==> src/rtl/div_unit_mc.sv <==
// rtl/div_unit_mc.sv - multi-cycle radix-2 restoring RV32M divider (DIV/DIVU/REM/REMU)
module div_unit_mc #(
    parameter int WIDTH = 32,
    parameter int CNT_W = 6
) (
    input  logic             clk,
    input  logic             rst,
    input  logic             start,
    input  logic [1:0]       op,
    input  logic [WIDTH-1:0] a,
    input  logic [WIDTH-1:0] b,
    input  logic             flush,
    output logic             busy,
    output logic             done,
    output logic             stall,
    output logic [WIDTH-1:0] result
);

    typedef enum logic [1:0] {IDLE, CALC, FIX, DONE} state_t;

    localparam logic [WIDTH-1:0] MIN_NEG = {1'b1, {(WIDTH-1){1'b0}}};

    state_t           state_q, state_d;
    logic [CNT_W-1:0] count_q, count_d;
    logic [WIDTH-1:0] rem_q, rem_d;
    logic [WIDTH-1:0] quot_q, quot_d;
    logic [WIDTH-1:0] dvsr_q, dvsr_d;
    logic [WIDTH-1:0] a_q, a_d;
    logic [WIDTH-1:0] result_q, result_d;
    logic             qneg_q, qneg_d;
    logic             rneg_q, rneg_d;
    logic             rem_sel_q, rem_sel_d;
    logic             b_zero_q, b_zero_d;
    logic             ovf_q, ovf_d;

    logic             a_neg, b_neg;
    logic [WIDTH-1:0] a_abs, b_abs;
    logic [WIDTH:0]   rem_sh;
    logic [WIDTH+1:0] diff;
    logic [WIDTH-1:0] quot_fix, rem_fix;
    logic             last_iter;

    always_comb begin
        a_neg     = ~op[0] & a[WIDTH-1];
        b_neg     = ~op[0] & b[WIDTH-1];
        a_abs     = a_neg ? (~a + WIDTH'(1)) : a;
        b_abs     = b_neg ? (~b + WIDTH'(1)) : b;
        // Shifted partial remainder can reach 2*divisor-1, so one extra bit plus a borrow bit
        rem_sh    = {rem_q, quot_q[WIDTH-1]};
        diff      = {1'b0, rem_sh} - {2'b00, dvsr_q};
        quot_fix  = qneg_q ? (~quot_q + WIDTH'(1)) : quot_q;
        rem_fix   = rneg_q ? (~rem_q + WIDTH'(1)) : rem_q;
        last_iter = (count_q == CNT_W'(WIDTH-1));
    end

    always_comb begin
        state_d   = state_q;
        count_d   = count_q;
        rem_d     = rem_q;
        quot_d    = quot_q;
        dvsr_d    = dvsr_q;
        a_d       = a_q;
        result_d  = result_q;
        qneg_d    = qneg_q;
        rneg_d    = rneg_q;
        rem_sel_d = rem_sel_q;
        b_zero_d  = b_zero_q;
        ovf_d     = ovf_q;
        case (state_q)
            IDLE: begin
                if (start && !flush) begin
                    state_d   = CALC;
                    count_d   = '0;
                    rem_d     = '0;
                    quot_d    = a_abs;
                    dvsr_d    = b_abs;
                    a_d       = a;
                    qneg_d    = a_neg ^ b_neg;
                    rneg_d    = a_neg;
                    rem_sel_d = op[1];
                    b_zero_d  = (b == '0);
                    ovf_d     = ~op[0] & (a == MIN_NEG) & (&b);
                end
            end
            CALC: begin
                if (flush) begin
                    state_d = IDLE;
                end else begin
                    if (!diff[WIDTH+1]) begin
                        rem_d  = diff[WIDTH-1:0];
                        quot_d = {quot_q[WIDTH-2:0], 1'b1};
                    end else begin
                        rem_d  = rem_sh[WIDTH-1:0];
                        quot_d = {quot_q[WIDTH-2:0], 1'b0};
                    end
                    count_d = count_q + CNT_W'(1);
                    if (last_iter) begin
                        state_d = FIX;
                    end
                end
            end
            FIX: begin
                if (flush) begin
                    state_d = IDLE;
                end else begin
                    state_d = DONE;
                    if (b_zero_q) begin
                        result_d = rem_sel_q ? a_q : '1;
                    end else if (ovf_q) begin
                        result_d = rem_sel_q ? '0 : MIN_NEG;
                    end else begin
                        result_d = rem_sel_q ? rem_fix : quot_fix;
                    end
                end
            end
            default: begin
                state_d = IDLE;
            end
        endcase
    end

    always_ff @(posedge clk) begin
        if (rst) begin
            state_q   <= IDLE;
            count_q   <= '0;
            rem_q     <= '0;
            quot_q    <= '0;
            dvsr_q    <= '0;
            a_q       <= '0;
            result_q  <= '0;
            qneg_q    <= 1'b0;
            rneg_q    <= 1'b0;
            rem_sel_q <= 1'b0;
            b_zero_q  <= 1'b0;
            ovf_q     <= 1'b0;
        end else begin
            state_q   <= state_d;
            count_q   <= count_d;
            rem_q     <= rem_d;
            quot_q    <= quot_d;
            dvsr_q    <= dvsr_d;
            a_q       <= a_d;
            result_q  <= result_d;
            qneg_q    <= qneg_d;
            rneg_q    <= rneg_d;
            rem_sel_q <= rem_sel_d;
            b_zero_q  <= b_zero_d;
            ovf_q     <= ovf_d;
        end
    end

    assign busy   = (state_q == CALC) || (state_q == FIX);
    assign done   = (state_q == DONE);
    assign stall  = ((state_q == IDLE) && start && !flush) || busy;
    assign result = result_q;

endmodule

==> config.mk <==
export PLATFORM = sky130hd
export DESIGN_NAME = div_unit_mc
export DESIGN_NICKNAME = d
export VERILOG_FILES = /design/src/rtl/div_unit_mc.sv
export SDC_FILE = /design/constraint.sdc
export NUM_CORES = 1
export LEC_CHECK = 0
export CORE_AREA = 2 2 128 180
export DETAILED_ROUTE_END_ITERATION = 6
export DIE_AREA = 0 0 130 182
export GPL_ROUTABILITY_DRIVEN = 0
export GPL_TIMING_DRIVEN = 0
export MAX_ROUTING_LAYER = met4
export PLACE_DENSITY = 0.83
export SLEW_MARGIN = 20
export SYNTH_ARGS = -nofsm -noshare
export SYNTH_HDL_FRONTEND = slang
export SYNTH_SLANG_ARGS = --single-unit
==> constraint.sdc <==
create_clock -name clk -period 3 [get_ports clk]
set_input_delay 0.45 -clock clk [delete_from_list [all_inputs] [get_ports clk]]
set_output_delay 0.45 -clock clk [all_outputs]
set_load 0.005 [all_outputs]
=== After elaboration in Yosys (flattened, before gate mapping) ===
Cells that the tools add are included.

* Input bits: 70
* Bits in writable memories: 0
* Logic and storage cells: 76
* Memories: 0
* Output and inout bits: 35
* ROM bits: 0
* Register bits: 173
* Latch bits: 0

* Equal/unequal tests: 8
* Shifts and indexed selects: 0
* Multiplexer cells: 25
* Add/subtract/negate cells: 6
* Magnitude comparators: 0
* Divide/modulo/power cells: 0
* Bitwise operators: 11
* Reduce and logical (&&, ||, !) cells: 14
* Multiply operators: 0

{| class="wikitable"
|+ Operators with widths
! kind !! number
|-
| $mux W32 || 14
|-
| $add A32 B1 Y32 const B || 4
|-
| $not A32 Y32 || 4
|-
| $pmux W32 S2 || 2
|-
| $sub A33 B32 Y34 || 1
|-
| $eq A32 B32 Y1 const B || 1
|-
| $logic_not A32 Y1 || 1
|-
| $reduce_and A32 Y1 || 1
|-
| $mux W6 || 2
|-
| $pmux W6 S2 || 1
|-
| $mux W2 || 4
|-
| $add A6 B1 Y6 const B || 1
|-
| $eq A6 B5 Y1 const B || 1
|-
| $pmux W2 S3 || 1
|-
| $reduce_and A2 Y1 || 3
|-
| $and A1 B1 Y1 || 4
|-
| $eq A2 B2 Y1 const B || 2
|-
| $ne A2 B2 Y1 const B || 2
|-
| $logic_and A1 B1 Y1 || 3
|-
| $ne A3 B3 Y1 const B || 1
|-
| $reduce_and A3 Y1 || 1
|-
| $eq A2 B1 Y1 const B || 1
|-
| $logic_not A2 Y1 || 1
|-
| $logic_or A1 B1 Y1 || 2
|-
| 5 further kinds || 6
|}

=== Logic depth before layout (Yosys ltp) ===
* Depth after elaboration: 6
* Gate-level depth with buffers: 14
* Gate-level depth less buffers: 13

=== Worst setup path before layout ===
OpenSTA, ideal clock, no wires.

* Kind: register -> register
* Start point: register rem_q[19]
* End point: register rem_q[18]
* Cell stages (with the launch flop): 14
* Arrival: 2.772 ns
* Clock period less this slack: 2.904 ns
* Slack: 0.096 ns
* Library setup time: 0.132 ns
* Path buffers: 3
* Required time: 2.868 ns
* Path through: dfxtp_1 -> ha_1 -> clkbuf_1 -> a21o_1 -> a31o_2 -> a211oi_1 -> o31a_1 -> o21ai_1 -> a41oi_1 -> a31o_2 -> buf_2 -> buf_2 -> mux2i_1 -> o21ai_0

* Longest elaborated chain between the ends: 4

{| class="wikitable"
|+ RTL lines
! element !! RTL line !! source
|-
| start: declaration || 25 || <nowiki>logic [WIDTH-1:0] rem_q, rem_d;</nowiki>
|-
| start signal: assignment || 139 || <nowiki>rem_q <= rem_d;</nowiki>
|-
| $sub A33 B32 Y34 || 50 || <nowiki>diff = {1'b0, rem_sh} - {2'b00, dvsr_q};</nowiki>
|-
| $mux W32 || 89 || <nowiki>if (!diff[WIDTH+1]) begin</nowiki>
|-
| $mux W32 || 86 || <nowiki>if (flush) begin</nowiki>
|-
| $pmux W32 S2 || 69 || <nowiki>case (state_q)</nowiki>
|}

Every way passes these cells. The select of a mux whose other input is x is not followed.
A chain may end at the register's enable or synchronous reset.

=== Worst setup path after layout ===
* Start point: register quot_q[6]
* End point: register result_q[29], in the netlist result[29]

* Longest elaborated chain between the ends: 6

{| class="wikitable"
|+ RTL lines
! element !! RTL line !! source
|-
| start: declaration || 26 || <nowiki>logic [WIDTH-1:0] quot_q, quot_d;</nowiki>
|-
| start signal: assignment || 140 || <nowiki>quot_q <= quot_d;</nowiki>
|-
| $not A32 Y32 || 51 || <nowiki>quot_fix = qneg_q ? (~quot_q + WIDTH'(1)) : quot_q;</nowiki>
|-
| $add A32 B1 Y32 || 51 ||
|-
| $mux W32 || 51 ||
|-
| $mux W32 || 112 || <nowiki>result_d = rem_sel_q ? rem_fix : quot_fix;</nowiki>
|-
| $mux W32 || 109 || <nowiki>end else if (ovf_q) begin</nowiki>
|-
| $mux W32 || 107 || <nowiki>if (b_zero_q) begin</nowiki>
|-
| end signal: assignment || 143 || <nowiki>result_q <= result_d;</nowiki>
|-
| end: declaration || 29 || <nowiki>logic [WIDTH-1:0] result_q, result_d;</nowiki>
|}

Every way passes these cells.

==> results.toml <==
[sta]
setup_viol = 7
worstMarginPinSlew_ns = 0.985
skew_ns = 0.00872
slew_viol_final = 0
hold_viol_final = 0
rsz0062_at_grt = "true"
min_period_ns = 3.11
hold_ws_ns = 0.422
timing.fmax_ghz = 0.321
relSlewSlack_pct = 34.2
fin_ws_ns = -0.113
fin_crit_sh_pct = 104

[detailed_routing]
drt-vias-per-instance = 6.19
ant_nets = 0
drt-initial-drc-count = 1466
avgRoutedWirePerCell_um = 19.2
first_pass_iters = 6
wl_um = 38300
vias = 12400
drc = 0

[logic_synthesis]
async_flop_share_pct = 0
synth-warning-count = 0
synthFlopType = "dfxtp_1"
synth_edf_count = 0
netlist_area_um2 = 11500
ys_types = 72
netlist_instances = 1545
ys_seq_elements = 173
avgSynthCellArea_um2 = 7.46
syn_nets = 1658
yosysSeqAreaShare_pct = 30.0

[die]
ios = 105
die_w_um = 130
initial_utilization_pct = 51.9
dieArea_um2 = 23700
coreArea_um2 = 22200
die_h_um = 182
std_cell_rows = 65

[global_routing]
antenna_found_initial = 0
grt_max_degree = 17
grt_pass1_vias = 11500
grtUsageTotal_pct = 32.7
overflow = 0
grt_pass1_wl_um = 58500

[power_and_ir_drop]
leakagePower_uw = 0.00522
ir_worst_vdd_mv = 0.442
cellPowerDensity_nw_per_um2 = 506

[clock_tree]
clock_latency_ns = 0.45
cts_buffers = 17
cts_sinks = 173
cts_tree = "built"
clk_pin_slew_ns = 0.07
clockBufferDepth = 2
h-tree-depth = 4
cts-root-buf = "clkbuf_16"

[placed_design]
dp_slack_ns = -0.623
portBuffers = 103
dp_hpwl_um = 28700

[setup_path]
rr_worst_depth = 11
end_kind = "register"
path_max_fanout = 6
rr_startpoint = "quot_q[6]$_SDFFE_PP0P_"
cp.arrival_ns = 3.42
rr_endpoint = "result[29]$_SDFFE_PP0P_"
crit_type = "register to register"
critical_path.startpoint_type = "register"
r2r_setup_slack_ns = -0.11
cp_data_required_time_ns = 3.30

[min_path]
holdCritStartpoint = "b[11]"
hold_path_class = "primary input to register"
worstHoldPathCells = 3
min_to = "dvsr_q[11]$_SDFFE_PP0P_"

[run_status]
status = "finished with violations"
violations = "setup timing"

[finish]
fill_cells = 1851
syn_to_final_growth_pct = 21.1
nNetsFinal = 1796
drive_gt1_share_pct = 7.61
diodes = 0

[run]
maxCapViolations = 0
==> cells in the mapped netlist (22+ instances only) <==
cell type    n  area share, %
clkbuf_1    84            2.7
ha_1        42            4.6
o31ai_1     23            1.5
nor2_1     108            3.5
a211oi_1    29            1.9
inv_1       58            1.9
dfxtp_1    173             30
xnor2_1     71            5.4
a21oi_1    160            6.9
nor3_1      22           0.96
o21ai_1     32            1.4
mux2i_1     26            2.3
xor2_1      76            5.8
o21ai_0    116            5.0
nand2_1    260            8.5
==> what timing repair did <==
item                       in CTS  in global routing
hold buffers                    0                  0
gates resized for setup        33                 44
pin swaps                       6                 21
setup endpoints to repair      50                 53
buffers inserted                3                 16
==> per-stage QoR <==
step | cell area (µm²) | std cells | utilization (%) | TNS [ns] | total power, µW
6_report | 14000 | 1997 | 62.9 | -0.417 | 7070
3_3_place_gp | 12900 | 1949 | 58.3 | -24.19 | 4440
3_5_place_dp | 12900 | 1949 | 58.3 | -30.17 | 4500
5_1_grt | 14000 | 1997 | 62.9 | -0.762 | 7330
4_1_cts | 13700 | 1984 | 61.7 | 0 | 6860
2_1_floorplan | 11500 | 1545 | - | 0 | 3880
==> layer usage <==
metal	wire, µm	GRT usage [%]	vias up
met5	0	-	-
met4	3050	22.9	0
met3	3170	5.60	225
met2	18400	53.9	756
met1	13700	35.1	5616
li1	-	-	5759
==> cells by family (layout without fill, tap and decap cells) <==
logic type / after synthesis / after routing / share of synthesized area, %
buffers and inverters: 154 / 305 / 5.06
adder cells (fa/ha/maj): 43 / 43 / 4.73
AND/OR/NAND/NOR: 506 / 506 / 20.2
AO/OA/AOI/OAI: 495 / 495 / 26.4
XOR/XNOR: 147 / 147 / 11.2
flip-flops: 173 / 173 / 30.0
multiplexers: 27 / 27 / 2.35
==> registers in the layout (all words and copies together), names as in the netlist <==
| signal | cells |
|---|---|
| count_q | 6 |
| a_q | 32 |
| qneg_q | 1 |
| rneg_q | 1 |
| rem_sel_q | 1 |
| quot_q | 32 |
| dvsr_q | 32 |
| state_q | 2 |
| rem_q | 32 |
| result | 32 |
| ovf_q | 1 |
| b_zero_q | 1 |
==> critical path: stages (launching register included) <==
cell and delay [ns]:
dfxtp_1 0.36, or4_4 0.60, nor4_4 0.34, nand4b_4 0.21, or4_4 0.48, buf_6 0.15
buf_4 0.13, o31ai_4 0.18, xor2_1 0.23, nor2_1 0.08, a21oi_1 0.11, o22ai_1 0.08
==> layout make-up <==
| cell class | instances | area [µm²] | share of cell area [%] |
|---|---|---|---|
| Timing Repair Buffer | 122 | 1190 | 8.50 |
| Multi-Input combinational cell | 1218 | 7710 | 55.2 |
| Clock buffer | 20 | 447 | 3.20 |
| Clock inverter | 12 | 160 | 1.15 |
| Tap cell | 301 | 377 | 2.70 |
| Sequential cell | 173 | 3480 | 24.9 |
| Inverter | 58 | 218 | 1.56 |
| Buffer | 93 | 388 | 2.78 |
==> report_power, final <==
group,switching [µW],internal [µW]
Clock,983,1340
Combinational,1300,862
Sequential,149,2440
==> how the worst max path moves through the flow <==
stage / start / endpoint / slack [ns] / cells after the start
2_1_floorplan: rem_q[19]$_SDFFE_PP0P_ / rem_q[18]$_SDFFE_PP0P_ / 0.1 / 13
3_3_place_gp: a[0] / quot_q[28]$_SDFFE_PP0P_ / -0.55 / 12
3_5_place_dp: a[0] / quot_q[28]$_SDFFE_PP0P_ / -0.62 / 12
4_1_cts: quot_q[4]$_SDFFE_PP0P_ / result[27]$_SDFFE_PP0P_ / 0.005 / 10
5_1_grt: quot_q[6]$_SDFFE_PP0P_ / result[27]$_SDFFE_PP0P_ / -0.18 / 10
6_report: quot_q[6]$_SDFFE_PP0P_ / result[29]$_SDFFE_PP0P_ / -0.11 / 11
==> layout by cell type, fill, tap and decap left out, types with 58 or more instances in the layout <==
cell type        instances
nand2_1                259
o21ai_0                114
xor2_1                  76
nor2_1                 106
inv_1                   58
dfxtp_1                164
a21oi_1                159
clkbuf_1                81
clkdlybuf4s50_1         99
xnor2_1                 70
(Power assumes the default switching activity.)
